File: config.mk
export PLATFORM = sky130hd
export DESIGN_NAME = cp0_int_unit
export DESIGN_NICKNAME = d
export VERILOG_FILES = /design/src/rtl/cp0_pkg.sv /design/src/rtl/cp0_int_arb.sv /design/src/rtl/cp0_int_unit.sv
export SDC_FILE = /design/constraint.sdc
export NUM_CORES = 1
export LEC_CHECK = 0
export CORE_MARGIN = 2
export CORE_UTILIZATION = 40
export CTS_CLUSTER_DIAMETER = 40
export DETAILED_ROUTE_END_ITERATION = 16
export GPL_ROUTABILITY_DRIVEN = 0
export GPL_TIMING_DRIVEN = 0
export MAX_ROUTING_LAYER = met4
export PLACE_DENSITY = 0.81
export SYNTH_ARGS = -nofsm -noshare
export SYNTH_HDL_FRONTEND = slang
export SYNTH_SLANG_ARGS = --single-unit
File: constraint.sdc
create_clock -name clk -period 4.5 [get_ports clk]
set_input_delay 0.45 -clock clk [delete_from_list [all_inputs] [get_ports clk]]
set_output_delay 0.45 -clock clk [all_outputs]
set_load 0.01 [all_outputs]
File: src/rtl/cp0_pkg.sv
`default_nettype none
// ============================================================================
//  Module      : cp0_pkg
//  Description : Shared CP0 register numbers, bit-field positions and
//                ExcCode values for the interrupt/exception unit.
//  Revision    : 1.0 - initial release
// ============================================================================
package cp0_pkg;

    // CP0 register numbers
    localparam logic [4:0] CP0_SR    = 5'd12;
    localparam logic [4:0] CP0_CAUSE = 5'd13;
    localparam logic [4:0] CP0_EPC   = 5'd14;
    localparam logic [4:0] CP0_PRID  = 5'd15;

    // Bit-field positions inside SR / Cause
    localparam int IM_LO  = 10;
    localparam int IM_HI  = 15;
    localparam int EXL    = 1;
    localparam int IE     = 0;
    localparam int BD     = 31;
    localparam int EXC_LO = 2;
    localparam int EXC_HI = 6;

    // ExcCode values
    localparam logic [4:0] EXC_INT  = 5'd0;
    localparam logic [4:0] EXC_ADEL = 5'd4;
    localparam logic [4:0] EXC_ADES = 5'd5;
    localparam logic [4:0] EXC_RI   = 5'd10;
    localparam logic [4:0] EXC_OV   = 5'd12;

endpackage
`default_nettype wire

File: src/rtl/cp0_int_arb.sv
`default_nettype none
// ============================================================================
//  Module      : cp0_int_arb
//  Description : Combinational arbitration of masked hardware interrupts
//                against a synchronous exception from the M stage.
//  Revision    : 1.0 - initial release
// ============================================================================
module cp0_int_arb
    import cp0_pkg::*;
#(
    parameter int HW_INT_W = 6
) (
    input  logic [HW_INT_W-1:0] ip,
    input  logic [HW_INT_W-1:0] im,
    input  logic                ie,
    input  logic                exl,
    input  logic                exc_in,
    input  logic [4:0]          exc_code_in,
    input  logic                pc_valid,
    output logic                int_pend,
    output logic                req,
    output logic [4:0]          exc_code
);

    // Interrupts outrank exceptions; nothing is taken on a bubble or while EXL is set.
    always_comb begin
        int_pend = ie & ~exl & (|(ip & im));
        req      = pc_valid & (int_pend | (exc_in & ~exl));
        exc_code = int_pend ? EXC_INT : exc_code_in;
    end

endmodule
`default_nettype wire

File: src/rtl/cp0_int_unit.sv
`default_nettype none
// ============================================================================
//  Module      : cp0_int_unit
//  Description : Coprocessor-0 register file (SR/Cause/EPC/PRId) with
//                interrupt sampling, exception entry and eret handling.
//  Revision    : 1.0 - initial release
// ============================================================================
module cp0_int_unit
    import cp0_pkg::*;
#(
    parameter logic [31:0] EXC_ENTRY = 32'h0000_4180,
    parameter int          HW_INT_W  = 6,
    parameter logic [31:0] PRID_VAL  = 32'h2021_0707
) (
    input  logic                clk,
    input  logic                reset,
    input  logic [HW_INT_W-1:0] hw_int,
    input  logic                pc_valid,
    input  logic [31:0]         macro_pc,
    input  logic                bd_in,
    input  logic                exc_in,
    input  logic [4:0]          exc_code_in,
    input  logic                cp0_we,
    input  logic [4:0]          cp0_addr,
    input  logic [31:0]         cp0_wdata,
    output logic [31:0]         cp0_rdata,
    input  logic                eret,
    output logic                req,
    output logic [31:0]         handler_pc,
    output logic [31:0]         epc_out
);

    logic [HW_INT_W-1:0] sr_im;
    logic                sr_exl;
    logic                sr_ie;
    logic                cause_bd;
    logic [HW_INT_W-1:0] cause_ip;
    logic [4:0]          cause_exc;
    logic [31:0]         epc;

    logic                int_pend;
    logic [4:0]          sel_code;
    logic [31:0]         epc_target;
    logic                sr_wr;
    logic                epc_wr;
    logic [31:0]         sr_word;
    logic [31:0]         cause_word;

    cp0_int_arb #(
        .HW_INT_W (HW_INT_W)
    ) u_arb (
        .ip          (cause_ip),
        .im          (sr_im),
        .ie          (sr_ie),
        .exl         (sr_exl),
        .exc_in      (exc_in),
        .exc_code_in (exc_code_in),
        .pc_valid    (pc_valid),
        .int_pend    (int_pend),
        .req         (req),
        .exc_code    (sel_code)
    );

    // Entry PC (delay-slot aware, word aligned) and mtc0 write strobes, which lose to req.
    always_comb begin
        epc_target = (bd_in ? (macro_pc - 32'd4) : macro_pc) & 32'hFFFF_FFFC;
        sr_wr      = ~req & cp0_we & (cp0_addr == CP0_SR);
        epc_wr     = ~req & cp0_we & (cp0_addr == CP0_EPC);
        handler_pc = req ? EXC_ENTRY : 32'h0000_0000;
        epc_out    = epc;
    end

    // CP0 state: IP free-runs from hw_int; exception entry outranks mtc0 and eret.
    always_ff @(posedge clk or negedge reset) begin
        if (!reset) begin
            sr_im     <= '0;
            sr_exl    <= 1'b0;
            sr_ie     <= 1'b0;
            cause_bd  <= 1'b0;
            cause_ip  <= '0;
            cause_exc <= '0;
            epc       <= '0;
        end else begin
            cause_ip <= hw_int;
            if (req) begin
                sr_exl    <= 1'b1;
                cause_bd  <= bd_in;
                cause_exc <= sel_code;
                epc       <= epc_target;
            end else begin
                if (sr_wr) begin
                    sr_im  <= cp0_wdata[IM_LO +: HW_INT_W];
                    sr_exl <= cp0_wdata[EXL];
                    sr_ie  <= cp0_wdata[IE];
                end
                if (epc_wr) begin
                    epc <= cp0_wdata & 32'hFFFF_FFFC;
                end
                if (eret) begin
                    sr_exl <= 1'b0;
                end
            end
        end
    end

    // mfc0 read mux on current register contents; unmapped numbers read zero.
    always_comb begin
        sr_word                     = '0;
        sr_word[IM_LO +: HW_INT_W]  = sr_im;
        sr_word[EXL]                = sr_exl;
        sr_word[IE]                 = sr_ie;
        cause_word                  = '0;
        cause_word[BD]              = cause_bd;
        cause_word[IM_LO +: HW_INT_W] = cause_ip;
        cause_word[EXC_HI:EXC_LO]   = cause_exc;
        case (cp0_addr)
            CP0_SR:    cp0_rdata = sr_word;
            CP0_CAUSE: cp0_rdata = cause_word;
            CP0_EPC:   cp0_rdata = epc;
            CP0_PRID:  cp0_rdata = PRID_VAL;
            default:   cp0_rdata = 32'h0000_0000;
        endcase
    end

endmodule
`default_nettype wire

---- Yosys cells after proc, flatten, opt, wreduce, memory -nomap -nowiden ----
Cells that the tools add are included.
cells by class
  equal/unequal tests ..................... 4
  $add $sub $neg .......................... 1
  muxes and demuxes ....................... 9
  bitwise logic cells ..................... 11
  reduce and logical (&&, ||, !) cells .... 4
operators by type and width
  operator                                                               count
  32-bit one-hot mux with 4 select lines                                 1
  32-bit two-way mux                                                     3
  32-bit by 3-bit subtractor with 32-bit output (second input constant)  1
  5-bit by 4-bit == test with 1-bit output (second input constant)       4
  15-bit two-way mux                                                     1
  1-bit bitwise AND                                                      7
  6-bit bitwise AND                                                      1
  6-bit OR reduction                                                     1
  5-bit two-way mux                                                      1
  1-bit two-way mux                                                      3
  3-bit nonzero test                                                     1
  1-bit NOT                                                              2
  2-bit AND reduction                                                    1
  2-bit nonzero test                                                     1
  1-bit OR                                                               1
storage, ports and cells
  register bits after elaboration ......... 52
  logic and storage cells ................. 36
  output and inout port bits .............. 97

---- Depth between registers and ports, before layout ----
Gate-level depths: netlist (run 1).
  depth after elaboration ................. 11
  mapped depth ............................ 7
  depth with buffers taken out ............ 7

---- Cells and area by module ----
A second synthesis (run 1) with hierarchy kept.
unflattened totals
  cell total of the unflattened synthesis .. 379
  area, all modules ....................... 3505.9 µm²
by module, submodules not included
  module        area each (µm²)  times used  cells each
  cp0_int_unit  3387.0           1           366
  cp0_int_arb   118.9            1           13

---- Worst setup path before layout (run 1) ----
Ideal clock, no wire load.
  path kind ............................... register to output
  start point ............................. reg sr_im[3]
  end point ............................... out handler_pc[14]
  stages on the path, launching flop included .. 7
  data arrival time ....................... 1.477 ns
  path slack .............................. 2.573 ns
  path buffers ............................ 2
  path through ............................ dfrtp_1 -> a22oi_1 -> a31oi_1 -> o21ai_2 -> inv_2 -> clkbuf_1 -> buf_4
between the ends
  word-level cells in the longest chain between the ends .. 6
RTL lines
  element                 RTL line            RTL
  from (decl)             cp0_int_unit.sv:33  logic [HW_INT_W-1:0] sr_im;
  from (signal assigned)  cp0_int_unit.sv:92  sr_im <= cp0_wdata[IM_LO +: HW_INT_W];
  6-bit bitwise AND       cp0_int_arb.sv:27   int_pend = ie & ~exl & (|(ip & im));
  6-bit OR reduction      cp0_int_arb.sv:27
  1-bit bitwise AND       cp0_int_arb.sv:27
  1-bit OR                cp0_int_arb.sv:28   req = pc_valid & (int_pend | (exc_in & ~exl));
  1-bit bitwise AND       cp0_int_arb.sv:28
  named net req           cp0_int_unit.sv:28  output logic req,
  15-bit two-way mux      cp0_int_unit.sv:69  handler_pc = req ? EXC_ENTRY : 32'h0000_0000;
  to (decl)               cp0_int_unit.sv:29  output logic [31:0] handler_pc,
The timed path passes the listed nets, and every way through them passes these cells.

---- Worst setup path in the final report (run 1) ----
  start point ............................. reg sr_im[4]
  end point ............................... out handler_pc[7]
between the ends
  word-level cells in the longest chain between the ends .. 6
RTL lines
  element             RTL line
  6-bit bitwise AND   cp0_int_arb.sv:27
  6-bit OR reduction  cp0_int_arb.sv:27
  1-bit bitwise AND   cp0_int_arb.sv:27
  1-bit OR            cp0_int_arb.sv:28
  1-bit bitwise AND   cp0_int_arb.sv:28
  15-bit two-way mux  cp0_int_unit.sv:69
No other way between the ends.

==> results.tsv, run 1 <==
metric	value	unit
outcome	completed	
post-route cell area	5340	um^2
CP peak stage delay	0.47	ns
Sw Ratio	0.315	
largest family of logic cells by synthesized area	simple AND/OR/NAND/NOR gates	
storage element area	1250	um^2
Initial DRT Pass Iterations	5	
# port buffers	148	
share of cells above drive strength 1	0.142	
DRT met1 WL	4880	um
post-DP HPWL	8960	um
Setup Viol. Count Final	0	
Routed Wire Length	11100	um
Synth Cell Area	3490	um^2
fraction of synthesized area in multiplexers	0.172	
crit path time final	3.18	ns
Synth Area in Compound Gates	0.0829	
top cells by area, synth	dfrtp_1 36%, mux2i_1 15%, buf_4 8.2%	
CP max stage cell	clkdlybuf4s50_1	
core box area	8590	um^2
Slew Viols, Final	0	
slew margin rel.	0.601	
gr ovfl total	0	
Cell Rows	34	
CTS Buffer Depth	2	
Met3 Wirelength	649	um
Reg clk slew, reported paths	0.10	ns
Layout area overhead	53.1	%
unique cell type count in the Yosys netlist	51	
maxcap violations	0	
clk_lat worst skew	0.30	ns
CP required	4.05	ns
via count of the routed design	3320	
part of the cycle the worst path needs	0.706	
Place WS	1.48	ns
CP Cell Sequence	a22oi_1 > a31oi_1 > o21ai_2 > inv_2 > clkbuf_1 > buf_4 > clkdlybuf4s50_1	
DIE HEIGHT	97.4	um
adder-cell share of the synthesized area	0.00359	
Num CTS Buffers	5	
critical path class	register to primary output	
setup tns final	0	ns
cell internal pwr	1.02	mW
Ys Warns	0	
Clock Root Buffer	clkbuf_8	
Seq cells post-synth	50	
post-CTS sizing	0	
final hold slack	0.118	ns
die area	9480	um^2
Power, Total	1.50	mW
Worst Hold Class	primary input to async pin	
XOR/XNOR Fraction of Synth Area	0.0577	
Slew @ Worst Pin	0.599	ns
htree depth	2	
part of the power in combinational logic	0.371	
Final Hold Violating Endpoints	0	
ANT cells	0	
Worst setup EP type	primary output	
fillers	711	
DIE WIDTH	97.4	um
Routed Antenna Nets	0	
number of instances in the placed design	651	
cell taking the most area after synthesis	dfrtp_1	
Multi-input gate area	1980	um^2
Worst Clk Skew	0.00995	ns
data arrival time of the worst path	2.73	ns
Avg Cell Area, Syn	9.58	um^2
initial antenna violation count	0	
fmax	315	MHz
All-Layer GR Usage	0.235	
Setup Buffers After CTS	0	
CTS tree	done	
Ports	184	
R2R cell count	6	
switching power	0.471	mW
register area share after synthesis	0.359	
Post-CTS Hold Fix Bufs	0	
Leakage	2.27	nW
relative contribution of sequential cells to total power	0.418	
uppermost layer routed	met4	
Initial Utilization	0.406	
PD cells	280	nW/um^2
Met2 Wirelength	5460	um
largest net degree at the start of global routing	29	
RSZ-0062 raised after global routing	no	
Post-Synth Simple-Gate Area	0.217	
commonest non-fill, non-tap cell in the layout	clkdlybuf4s50_1	
Crit Path Max Fanout	13	
Peak supply drop	0.145	mV
CTS Sinks	50	
utilization after layout	0.622	
DRT iter0 DRCs	116	
area share of the largest cell type after synthesis	0.359	
non-filler cells, final	659	
vias in the first global route	3253	
first-pass GRT wire length	17300	um
via-per-instance ratio	5.04	
synthesized instance count	364	
worst setup slack after layout	1.32	ns
Critical Path Start Type	register	
most frequent cells in the layout	147 x clkdlybuf4s50_1, 51 x mux2i_1, 50 x dfrtp_1	
routed len/inst	16.9	um
drt drc	0	
Clk network pwr share	0.211	
dpl cell area	5230	um^2
# nets final	638	
[logic make-up (layout without fill, tap and decap cells)]
family / count (synthesis) / after routing
simple gates: 127 / 127
compound gates: 45 / 45
other cells: 1 / 31
mux: 59 / 59
buf+inv: 58 / 215
flops: 50 / 50
xor+xnor: 23 / 23
fa+ha+maj: 1 / 1
[power by group through the flow]
stage / clock [mW] / combinational, mW / sequential (mW)
floorplan: 0 / 0.222 / 0.640
global placement: 0 / 0.541 / 0.628
detailed placement: 0 / 0.554 / 0.632
CTS: 0.320 / 0.557 / 0.623
global route: 0.336 / 0.596 / 0.636
finish: 0.316 / 0.555 / 0.625
[critical path: cells and delay by family (launching register included)]
family / cells / cell delay, ns
DFF: 1 / 0.41
buffers and inverters: 4 / 1.14
AOI/OAI and AO/OA: 3 / 0.86
[final timing paths]
path                              start             to  slack (ns)
setup / recovery               sr_im[4]  handler_pc[7]        1.32
hold reg to reg            cause_exc[0]   cause_exc[0]        0.51
hold / removal                    reset    epc_out[11]        0.12
max in group asynchronous         reset    epc_out[31]        3.86
setup reg to reg               sr_im[4]    epc_out[27]        2.23
min in group clk                  bd_in       cause_bd        0.46
[flip-flops by register name (all words and copies together) (netlist names)]
register / cells
cause_ip: 6
sr_ie: 1
cause_bd: 1
sr_im: 6
epc_out: 30
sr_exl: 1
cause_exc: 5
[cell type report]
cell class              count  share of cell area
multi-input cells         286               0.370
repair buffers            149               0.280
flip-flops and latches     50               0.234
plain buffers              54              0.0668
well taps                 108              0.0253
clock buffers               5              0.0129
clock inverters             3             0.00750
inverters                   4             0.00281
[synthesized netlist by cell type, drive strengths merged]
cell,number
conb,1
and4,1
a21o,1
o21ai,8
or2,1
nor2,41
or4,2
mux2,8
dfrtp,50
clkbuf,11
or3,3
mux2i,51
nand3,2
buf,43
xor2,7
nand4,3
a31oi,1
nor3,17
inv,4
a22o,5
and3,17
ha,1
nor2b,5
nand2,17
a211oi,6
a21oi,15
a22oi,8
nor4,10
nor4b,2
or4b,1
nand2b,1
and2,1
nor3b,1
xnor2,16
o21a,1
and4bb,1
nand4bb,1
[per-layer routing]
metal	GRT usage	vias up
li1	-	1595
met1	0.313	1565
met2	0.391	147
met3	0.0281	13
met4	0.0449	0
met5	-	-
(Power assumes the default switching activity.)
==> inputs of run 2 (changes only) <==
==> constraint.sdc (replaced) <==
create_clock -name clk -period 3.2 [get_ports clk]
set_input_delay 0.32 -clock clk [delete_from_list [all_inputs] [get_ports clk]]
set_output_delay 0.32 -clock clk [all_outputs]
set_load 0.01 [all_outputs]
==> run 2 against run 1 <==
First-iteration DRC count decreased by 6.0%. Total power grew 41%. Clock skew is essentially flat. Via count down 0.51%. Sequential power is 40% higher. Final cell count rose by 0.15%. Clock power is 40% higher. Global-route usage about the same. Register-to-register slack lost 1.3 ns. Design area grew 0.19%. Critical path type unchanged. Critical endpoint unchanged. Largest cell class unchanged.
==> results.tsv, run 2 (synthesis gave the netlist of run 1 again) <==
metric	value	unit	change
vias in the first global route	3259		+0.18%
PD cells	393	nW/um^2	+40%
Peak supply drop	0.203	mV	+40%
Clock Root Buffer	clkbuf_8		
core box area	8590	um^2	unchanged
GRT busiest layer	met2		
clk_lat worst skew	0.30	ns	about the same
# port buffers	148		unchanged
fmax	329	MHz	
data arrival time of the worst path	2.72	ns	about the same
Final Hold Violating Endpoints	0		unchanged
drt drc	0		unchanged
crit path time final	3.04	ns	
cell internal pwr	1.44	mW	+41%
Hold EP	cause_bd		
most frequent cells in the layout	147 x clkdlybuf4s50_1, 51 x mux2i_1, 50 x dfrtp_1		
gr ovfl total	0		unchanged
Setup Buffers After CTS	0		unchanged
Reg clk slew, reported paths	0.10	ns	about the same
htree depth	2		unchanged
commonest non-fill, non-tap cell in the layout	clkdlybuf4s50_1		
routed len/inst	16.9	um	about the same
DIE WIDTH	97.4	um	unchanged
share of cells above drive strength 1	0.141		-0.000256
grt met2 use	0.392		+0.00106
Sw Ratio	0.314		-0.000658
via-per-instance ratio	5.00		-0.66%
Power, Total	2.10	mW	+41%
Routed Wire Length	11100	um	+0.23%
via count of the routed design	3303		-0.51%
post-CTS sizing	0		unchanged
relative contribution of sequential cells to total power	0.418		about the same
Slew @ Worst Pin	0.602	ns	+0.00261 ns
# nets final	639		+0.16%
non-filler cells, final	660		+0.15%
first-pass GRT wire length	17300	um	+0.20%
Worst Hold Class	primary input to register		
RSZ-0062 raised after global routing	no		
largest net degree at the start of global routing	29		unchanged
ANT cells	0		unchanged
Slew Viols, Final	0		unchanged
All-Layer GR Usage	0.235		+0.000469
R2R cell count	6		unchanged
max reg flops	30		unchanged
post-DP HPWL	8960	um	unchanged
outcome	completed		
Ports	184		unchanged
met3 usage	0.0281		unchanged
Critical Path Start Type	register		
Clk network pwr share	0.211		about the same
Cell Rows	34		unchanged
switching power	0.660	mW	+40%
Initial Utilization	0.406		unchanged
CTS Buffer Depth	2		unchanged
critical path class	register to primary output		
number of instances in the placed design	651		unchanged
final hold slack	0.328	ns	+0.209 ns
part of the power in combinational logic	0.372		about the same
Crit Path Max Fanout	13		unchanged
Leakage	2.27	nW	+0.18%
R2R Path End	epc_out[27]		
setup tns final	0	ns	unchanged
R2R Setup Slk	0.94	ns	-1.29 ns
maxcap violations	0		unchanged
DIE HEIGHT	97.4	um	unchanged
CTS Sinks	50		unchanged
Worst Hold Launch	bd_in		
WHS Path Cells	2		
slew margin rel.	0.599		-0.00174
Post-CTS Hold Fix Bufs	1		+1
Initial DRT Pass Iterations	4		-1
worst setup slack after layout	0.163	ns	-1.16 ns
CTS tree	done		
Num CTS Buffers	5		unchanged
Crit. Startpoint	sr_im[4]		
Layout area overhead	53.4	%	
part of the cycle the worst path needs	0.949		
met1 track demand over resource	0.314		+0.000457
initial antenna violation count	0		unchanged
Place WS	0.443	ns	-1.04 ns
Worst setup EP type	primary output		
Worst Clk Skew	0.0103	ns	+0.000391 ns
Crit Reg-Reg Startpoint	sr_im[4]		
Routed Antenna Nets	0		unchanged
DRT iter0 DRCs	109		-6.0%
CP required	2.88	ns	-1.17 ns
die area	9480	um^2	unchanged
Setup Viol. Count Final	0		unchanged
==> run 2: worst max path at each step <==
stage	end	cells past startpoint
finish	handler_pc[7]	7
CTS	handler_pc[7]	7
detailed placement	handler_pc[7]	7
floorplan	handler_pc[14]	6
global placement	sr_im[3]	1
global route	handler_pc[14]	7
==> run 2: cell type report <==
| class | instances | area (um^2) |
|---|---|---|
| Timing Repair Buffer | 150 | 1510 |
| Clock buffer | 5 | 68.8 |
| Inverter | 4 | 15.0 |
| Clock inverter | 3 | 40.0 |
| Multi-Input combinational cell | 286 | 1980 |
| Sequential cell | 50 | 1250 |
| Fill cell | 711 | 3240 |
| Tap cell | 108 | 135 |
| Buffer | 54 | 357 |
==> run 2: power by group through the flow <==
stage / Clock, mW / Combinational (mW) / Sequential [mW]
2_1_floorplan: 0 / 0.312 / 0.900
3_3_place_gp: 0 / 0.761 / 0.883
3_5_place_dp: 0 / 0.779 / 0.889
4_1_cts: 0.450 / 0.784 / 0.876
5_1_grt: 0.472 / 0.839 / 0.895
6_report: 0.443 / 0.781 / 0.878
==> run 2: through the flow <==
step | utilization | area [um^2]
after floorplan | - | 3600
after global placement | 0.607 | 5220
after detailed placement | 0.609 | 5230
after CTS | 0.623 | 5350
after global routing | 0.623 | 5350
final | 0.623 | 5350
==> run 2: per-layer routing <==
layer  share of wire  up-vias
met5               0        -
met4          0.0073        0
met3           0.059        6
met2            0.50      141
met1            0.43     1558
li1                -     1598
==> run 2: worst max-delay path, cell delays in order (launching register included) <==
cell and delay [ns]:
dfrtp_1 0.41, a22oi_1 0.26, a31oi_1 0.18, o21ai_2 0.41, inv_2 0.17, clkbuf_1 0.29
buf_4 0.21, clkdlybuf4s50_1 0.47
